[config.mk]
export PLATFORM = sky130hd
export DESIGN_NAME = bp_sacc_spm_arbiter
export DESIGN_NICKNAME = d
export VERILOG_FILES = /design/src/rtl/bp_sacc_pkg.sv /design/src/rtl/bsg_mem_1rw_sync.sv /design/src/rtl/bp_sacc_spm_arbiter.sv
export SDC_FILE = /design/constraint.sdc
export NUM_CORES = 2
export LEC_CHECK = 0
export ABC_AREA = 1
export BUFFER_PORTS_ARGS = -buffer_cell sky130_fd_sc_hd__buf_2
export CORE_MARGIN = 2
export CORE_UTILIZATION = 54
export DETAILED_ROUTE_END_ITERATION = 8
export PLACE_DENSITY = 0.74
export SLEW_MARGIN = 0
export SYNTH_ARGS = -nofsm -noshare
export SYNTH_HDL_FRONTEND = slang
export SYNTH_SLANG_ARGS = --single-unit
[constraint.sdc]
create_clock -name clk_i -period 9.3 [get_ports clk_i]
set_clock_uncertainty 0.2 [all_clocks]
set_input_delay 0.93 -clock clk_i [delete_from_list [all_inputs] [get_ports clk_i]]
set_output_delay 0.93 -clock clk_i [all_outputs]
set_load 0.02 [all_outputs]
[src/rtl/bp_sacc_pkg.sv]
// Shared types and constants for the sacc scratchpad arbiter.
package bp_sacc_pkg;

    // Requester identity; the value doubles as the per-port vector index
    typedef enum logic {
        e_sacc_port_ext = 1'b0,
        e_sacc_port_int = 1'b1
    } bp_sacc_port_e;

    // Byte address to 64b word index shift
    localparam int unsigned sacc_spm_word_shift_gp = 3;

    localparam int unsigned sacc_num_ports_gp = 2;

endpackage

[src/rtl/bsg_mem_1rw_sync.sv]
// Single-port synchronous-read memory: one read or write per cycle, read data next cycle.
module bsg_mem_1rw_sync #(
    parameter int unsigned width_p      = 64,
    parameter int unsigned els_p        = 20,
    parameter int unsigned addr_width_p = (els_p > 1) ? $clog2(els_p) : 1
) (
    input  logic                    clk_i,
    input  logic                    v_i,
    input  logic                    w_i,
    input  logic [addr_width_p-1:0] addr_i,
    input  logic [width_p-1:0]      data_i,
    output logic [width_p-1:0]      data_o
);

    logic [width_p-1:0] mem_r [els_p];

    // Storage write; contents survive reset
    always_ff @(posedge clk_i) begin
        if (v_i && w_i) begin
            mem_r[addr_i] <= data_i;
        end
    end

    // Registered read port; holds its value when not reading
    always_ff @(posedge clk_i) begin
        if (v_i && !w_i) begin
            data_o <= mem_r[addr_i];
        end
    end

endmodule

[src/rtl/bp_sacc_spm_arbiter.sv]
// Two-requester arbiter for the accelerator's single-port scratchpad.
// External IO port has fixed priority over the internal engine port.
// Optional feature macro: BP_SACC_SPM_ARB_STARVE_EN (bounded starvation of the internal port).
module bp_sacc_spm_arbiter
    import bp_sacc_pkg::*;
#(
    parameter int unsigned data_width_p   = 64,
    parameter int unsigned els_p          = 20,
    parameter int unsigned addr_width_p   = 39,
    parameter int unsigned starve_limit_p = 4
) (
    input  logic                    clk_i,
    input  logic                    reset_i,

    input  logic                    ext_v_i,
    input  logic                    ext_w_i,
    input  logic [addr_width_p-1:0] ext_addr_i,
    input  logic [data_width_p-1:0] ext_data_i,
    output logic                    ext_ready_o,
    output logic                    ext_resp_v_o,
    output logic [data_width_p-1:0] ext_resp_data_o,
    input  logic                    ext_resp_yumi_i,

    input  logic                    int_v_i,
    input  logic                    int_w_i,
    input  logic [addr_width_p-1:0] int_addr_i,
    input  logic [data_width_p-1:0] int_data_i,
    output logic                    int_ready_o,
    output logic                    int_resp_v_o,
    output logic [data_width_p-1:0] int_resp_data_o,
    input  logic                    int_resp_yumi_i
);

    localparam int unsigned lg_els_lp     = (els_p > 1) ? $clog2(els_p) : 1;
    localparam int unsigned word_idx_w_lp = addr_width_p - sacc_spm_word_shift_gp;

    logic [sacc_num_ports_gp-1:0] v_li, w_li, yumi_li, in_range, elig, fire;
    logic [addr_width_p-1:0]      addr_li [sacc_num_ports_gp];
    logic [data_width_p-1:0]      data_li [sacc_num_ports_gp];

    logic [sacc_num_ports_gp-1:0] resp_v_q, pend_q;
    logic [data_width_p-1:0]      resp_data_q [sacc_num_ports_gp];

    logic                         force_int;
    bp_sacc_port_e                grant;

    logic                         mem_v, mem_w;
    logic [lg_els_lp-1:0]         mem_addr;
    logic [data_width_p-1:0]      mem_wdata, mem_rdata;

    assign v_li       = {int_v_i, ext_v_i};
    assign w_li       = {int_w_i, ext_w_i};
    assign yumi_li    = {int_resp_yumi_i, ext_resp_yumi_i};
    assign addr_li[0] = ext_addr_i;
    assign addr_li[1] = int_addr_i;
    assign data_li[0] = ext_data_i;
    assign data_li[1] = int_data_i;

    // Range check uses the full word index so high address bits cannot alias into the SPM
    always_comb begin
        in_range = '0;
        for (int p = 0; p < int'(sacc_num_ports_gp); p++) begin
            in_range[p] = addr_li[p][addr_width_p-1:sacc_spm_word_shift_gp] < word_idx_w_lp'(els_p);
        end
    end

    // Eligibility and grant: a port may issue when its response slot is free or freeing this cycle
    always_comb begin
        elig  = v_li & (~resp_v_q | yumi_li) & {sacc_num_ports_gp{~reset_i}};
        fire  = '0;
        grant = e_sacc_port_ext;
        if (elig[e_sacc_port_int] && (force_int || !elig[e_sacc_port_ext])) begin
            fire[e_sacc_port_int] = 1'b1;
            grant                 = e_sacc_port_int;
        end else if (elig[e_sacc_port_ext]) begin
            fire[e_sacc_port_ext] = 1'b1;
        end
    end

    // Steer the winner onto the SPM; out-of-range accesses never touch storage
    always_comb begin
        mem_w     = w_li[grant];
        mem_wdata = data_li[grant];
        mem_addr  = addr_li[grant][sacc_spm_word_shift_gp +: lg_els_lp];
        mem_v     = |(fire & in_range);
    end

    bsg_mem_1rw_sync #(
        .width_p      (data_width_p),
        .els_p        (els_p),
        .addr_width_p (lg_els_lp)
    ) spm (
        .clk_i  (clk_i),
        .v_i    (mem_v),
        .w_i    (mem_w),
        .addr_i (mem_addr),
        .data_i (mem_wdata),
        .data_o (mem_rdata)
    );

    // Response slots: valid flag, held data, and a pending flag meaning "data is on the SPM output now"
    always_ff @(posedge clk_i or posedge reset_i) begin
        if (reset_i) begin
            resp_v_q <= '0;
            pend_q   <= '0;
            for (int p = 0; p < int'(sacc_num_ports_gp); p++) begin
                resp_data_q[p] <= '0;
            end
        end else begin
            for (int p = 0; p < int'(sacc_num_ports_gp); p++) begin
                if (fire[p]) begin
                    resp_v_q[p]    <= 1'b1;
                    pend_q[p]      <= ~w_li[p] & in_range[p];
                    resp_data_q[p] <= '0;
                end else begin
                    if (yumi_li[p]) begin
                        resp_v_q[p] <= 1'b0;
                    end
                    if (pend_q[p]) begin
                        resp_data_q[p] <= mem_rdata;
                        pend_q[p]      <= 1'b0;
                    end
                end
            end
        end
    end

`ifdef BP_SACC_SPM_ARB_STARVE_EN
    localparam int unsigned starve_w_lp = $clog2(starve_limit_p + 1);

    logic [starve_w_lp-1:0] starve_cnt_q;

    assign force_int = (starve_cnt_q == starve_w_lp'(starve_limit_p));

    // Saturating count of cycles the internal port was eligible but lost
    always_ff @(posedge clk_i or posedge reset_i) begin
        if (reset_i) begin
            starve_cnt_q <= '0;
        end else if (fire[e_sacc_port_int]) begin
            starve_cnt_q <= '0;
        end else if (elig[e_sacc_port_int] && !force_int) begin
            starve_cnt_q <= starve_cnt_q + starve_w_lp'(1);
        end
    end
`else
    logic unused_starve_limit;

    assign force_int           = 1'b0;
    assign unused_starve_limit = ^starve_limit_p;
`endif

    logic unused_addr_lsbs;
    assign unused_addr_lsbs = ^{ext_addr_i[sacc_spm_word_shift_gp-1:0],
                                int_addr_i[sacc_spm_word_shift_gp-1:0]};

    assign ext_ready_o     = fire[e_sacc_port_ext];
    assign int_ready_o     = fire[e_sacc_port_int];
    assign ext_resp_v_o    = resp_v_q[e_sacc_port_ext];
    assign int_resp_v_o    = resp_v_q[e_sacc_port_int];
    assign ext_resp_data_o = pend_q[e_sacc_port_ext] ? mem_rdata : resp_data_q[e_sacc_port_ext];
    assign int_resp_data_o = pend_q[e_sacc_port_int] ? mem_rdata : resp_data_q[e_sacc_port_int];

`ifndef SYNTHESIS
    // A response may only be consumed while it is being presented
    ext_yumi_legal_a: assert property (@(posedge clk_i) disable iff (reset_i)
                                       ext_resp_yumi_i |-> ext_resp_v_o);
    int_yumi_legal_a: assert property (@(posedge clk_i) disable iff (reset_i)
                                       int_resp_yumi_i |-> int_resp_v_o);
`endif

endmodule
==> flow_summary_export.csv <==
group,metric,value,unit
logic_synthesis,synth_top_area_share,0.6444,
die,initial_core_util,0.5462,
drt,drt_pass1_iterations,6,
worst_setup_path,cp_common_cell,"nand2_4",
global_routing,gr-total-overflow,0,
timing,slew_violations,0,
clock_network,cts_tree,"built",
drt,final_antenna_net_count,0,
layout,n_fill_cell,8875,
power,cellLeakagePower,30.68,nW
timing,finalSetupTns,0,ns
place,post_dp_cell_area,65510,um2
power,intPower,10.82,mW
global_routing,grt_pass1_vias,42560,
drt,vias_per_cell,5.620,
power,p_seq_frac,0.516,
timing,fin_crit,6.307,ns
worst_setup_path,r2r_slack,3.27,ns
power,power.density,202.5,nW/um2
logic_synthesis,synth_nets,6393,
logic_synthesis,syn_area,62630,um2
clock_network,insertion_delay,0.76,ns
die,num_io_pins,346,
worst_setup_path,end_kind,"register",
clock_network,cts_max_path_buffers,3,
drt,detail_route.wl_per_cell,21.15,um
clock_network,cts_root_buf,"clkbuf_16",
clock_network,cts_hold_buf,0,
logic_synthesis,synth_edf_count,1344,
worst_setup_path,cp.arrival,6.47,ns
global_routing,grt_max_degree,188,
drt,vias,45000,
power,power.share.clock,0.400,
power,swShare,0.2373,
timing,fmax,0.1586,GHz
drt,drc,0,
clock_network,clk_pin_slew,0.06,ns
worst_setup_path,critPathRequiredTime,9.46,ns
place,dp_hpwl,89.39,mm
die,die_h,344.6,um
run,maxCapViolCount,0,
clock_network,cts_buffers,146,
logic_synthesis,synth_cell_types,27,
timing,final-setup-viol-count,0,
clock_network,cts.sinks,1476,
worst_hold_path,hold_path.class,"in -> async",
die,core_area,114700,um2
clock_network,cts_resized,0,
power,power_frac_comb,0.084,
worst_setup_path,cp-start-kind,"input port",
timing,rsz0062_at_grt,"no",
clock_network,htree_num_levels,4,
timing,worst_pin_slew,1.302,ns
logic_synthesis,ys_seq_area_frac,0.6972,
global_routing,grt_pass1_wl,252.6,mm
logic_synthesis,synthArstFlopShare,0.08943,
timing,slew_headroom,0.1296,
timing,hold_viol_final,0,
run_status,outcome,"finished clean",
global_routing,grt_usage,0.2836,
layout,design_area,70080,um2
logic_synthesis,ys_ff_latch,1476,
logic_synthesis,yosys.area.top_type,"edfxtp_1",
timing,min_period_over_period,0.6782,
worst_setup_path,slowest_delay,0.92,ns
worst_setup_path,path_max_fanout,67,
worst_setup_path,cp_slowest_cell,"buf_4",
die,chipWidth,344.6,um
place,gp_congestion,0.8329,
layout,layout.nets,6595,
logic_synthesis,yosysMostFrequentCell,"nand2_1",
logic_synthesis,yosys_warnings,0,
logic_synthesis,synth_area_leaders,"edfxtp_1 (64%), nand2_1 (19%), dfrtp_1 (5.3%), nand3_1 (4.2%), buf_2 (1.6%)",
layout,drive_above_1_share,0.1012,
power,p_total,14.19,mW
global_routing,antenna_found_initial,5,
logic_synthesis,synthTopCellsByCount,"nand2_1 (3090), edfxtp_1 (1344), nand3_1 (522)",
drt,drt_wl_total,169.3,mm
worst_setup_path,critPathKind,"in -> reg",
place,port_buffers,339,
logic_synthesis,synth_ff_type,"edfxtp_1",
logic_synthesis,syn_inst,6179,
clock_network,postCtsSetupRepairBufs,0,
power,ir_drop,0.0001596,V
drt,first_iter_violations,5649,
die,die_area,118700,um2
die,rows,124,
worst_setup_path,crit_path_cell_trace,"buf_2, inv_6, nand2_1, nor2_4, nand2_4, buf_4, nand2_4, nand2_4, nor2_1, nand3_1, nor2_4, buf_4",
layout,syn_to_final_growth,11.90,%
logic_synthesis,syn_area_per_cell,10.14,um2
power,power_switching,3.368,mW
## cell usage in the layout, fill, tap and decap left out, types with 11 or more instances in the layout
| master | count |
|---|---|
| nand2_1 | 3088 |
| edfxtp_1 | 1344 |
| nand3_1 | 520 |
| buf_2 | 339 |
| inv_1 | 244 |
| nor2_1 | 217 |
| clkbuf_16 | 150 |
| o21ai_0 | 131 |
| dfrtp_1 | 130 |
| a21oi_1 | 64 |
| buf_4 | 59 |
| clkinv_1 | 58 |
| clkbuf_1 | 26 |
| nor2_4 | 21 |
| clkinv_2 | 21 |
| inv_6 | 11 |
| buf_12 | 11 |
## path summary, 6_finish.rpt
| kind | from | end | cells past startpoint |
|---|---|---|---|
| min in group clk_i | ext_w_i | pend_q[0]$_DFF_PP0_ | 2 |
| worst min register to register | resp_v_q[0]$_DFFE_PP0P_ | resp_v_q[0]$_DFFE_PP0P_ | 2 |
| worst min-delay path | reset_i | resp_data_q[63]$_DFF_PP0_ | 2 |
| max in group asynchronous | reset_i | resp_data_q[42]$_DFF_PP0_ | 3 |
| worst max register to register | resp_v_q[0]$_DFFE_PP0P_ | spm.mem_r[0][52]$_DFFE_PP_ | 12 |
| worst max-delay path | reset_i | spm.mem_r[15][22]$_DFFE_PP_ | 12 |
## critical path: cells and delay by family
kind | cells | cell delay [ns]
and+or+nand+nor | 8 | 3.50
buffers and inverters | 4 | 1.91
## logic make-up (layout without fill, tap and decap cells)
| group | after synthesis | after routing | synth area share |
|---|---|---|---|
| buf+inv | 630 | 945 | 0.04277 |
| flops | 1476 | 1476 | 0.6972 |
| compound gates | 201 | 201 | 0.01634 |
| simple gates | 3872 | 3872 | 0.2437 |
| other cells | 0 | 1 | 0 |
## per-layer routing
metal,wire [um],global-route usage
met4,4882,0.09846
met2,79070,0.4600
met3,18500,0.05054
met1,66850,0.3885
met5,12,0
## final cells by class
class                      instances  area (um2)  share of cell area
timing repair buffer             409        2360             0.03367
multi-input combinational       4073       16540              0.2360
clock buffer                     179        3892             0.05554
antenna                            1       2.502          0.00003571
tap                             1512        1892             0.02700
inverter                         275        1050             0.01498
sequential                      1476       43670              0.6231
clock inverter                    82       676.9            0.009659
## stage by stage
step | worst slack [ns] | utilization | cells | hold WS, ns
floorplan | 2.013 | - | 6179 | 0.3088
global placement | 2.233 | 0.5713 | 7745 | 0.2934
detailed placement | 2.188 | 0.5713 | 7745 | 0.3146
CTS | 2.963 | 0.6112 | 8006 | 0.04832
global route | 2.571 | 0.6112 | 8006 | 0.09554
finish | 2.993 | 0.6112 | 8007 | 0.06564
## state kept, by name (all words and copies together), names as in the netlist
| name | count |
|---|---|
| pend_q | 2 |
| spm.mem_r | 1280 |
| resp_data_q | 128 |
| resp_v_q | 2 |
| spm.data_o | 64 |
## power groups by stage
stage,clock (mW),sequential (mW),combinational [mW]
after floorplan,0,7.46,0.757
after global placement,0,7.46,1.14
final,5.67,7.33,1.19
after CTS,5.73,7.33,1.17
after global routing,6.00,7.32,1.31
after detailed placement,0,7.46,1.16
Note: power is estimated with default switching activity, not from simulation.
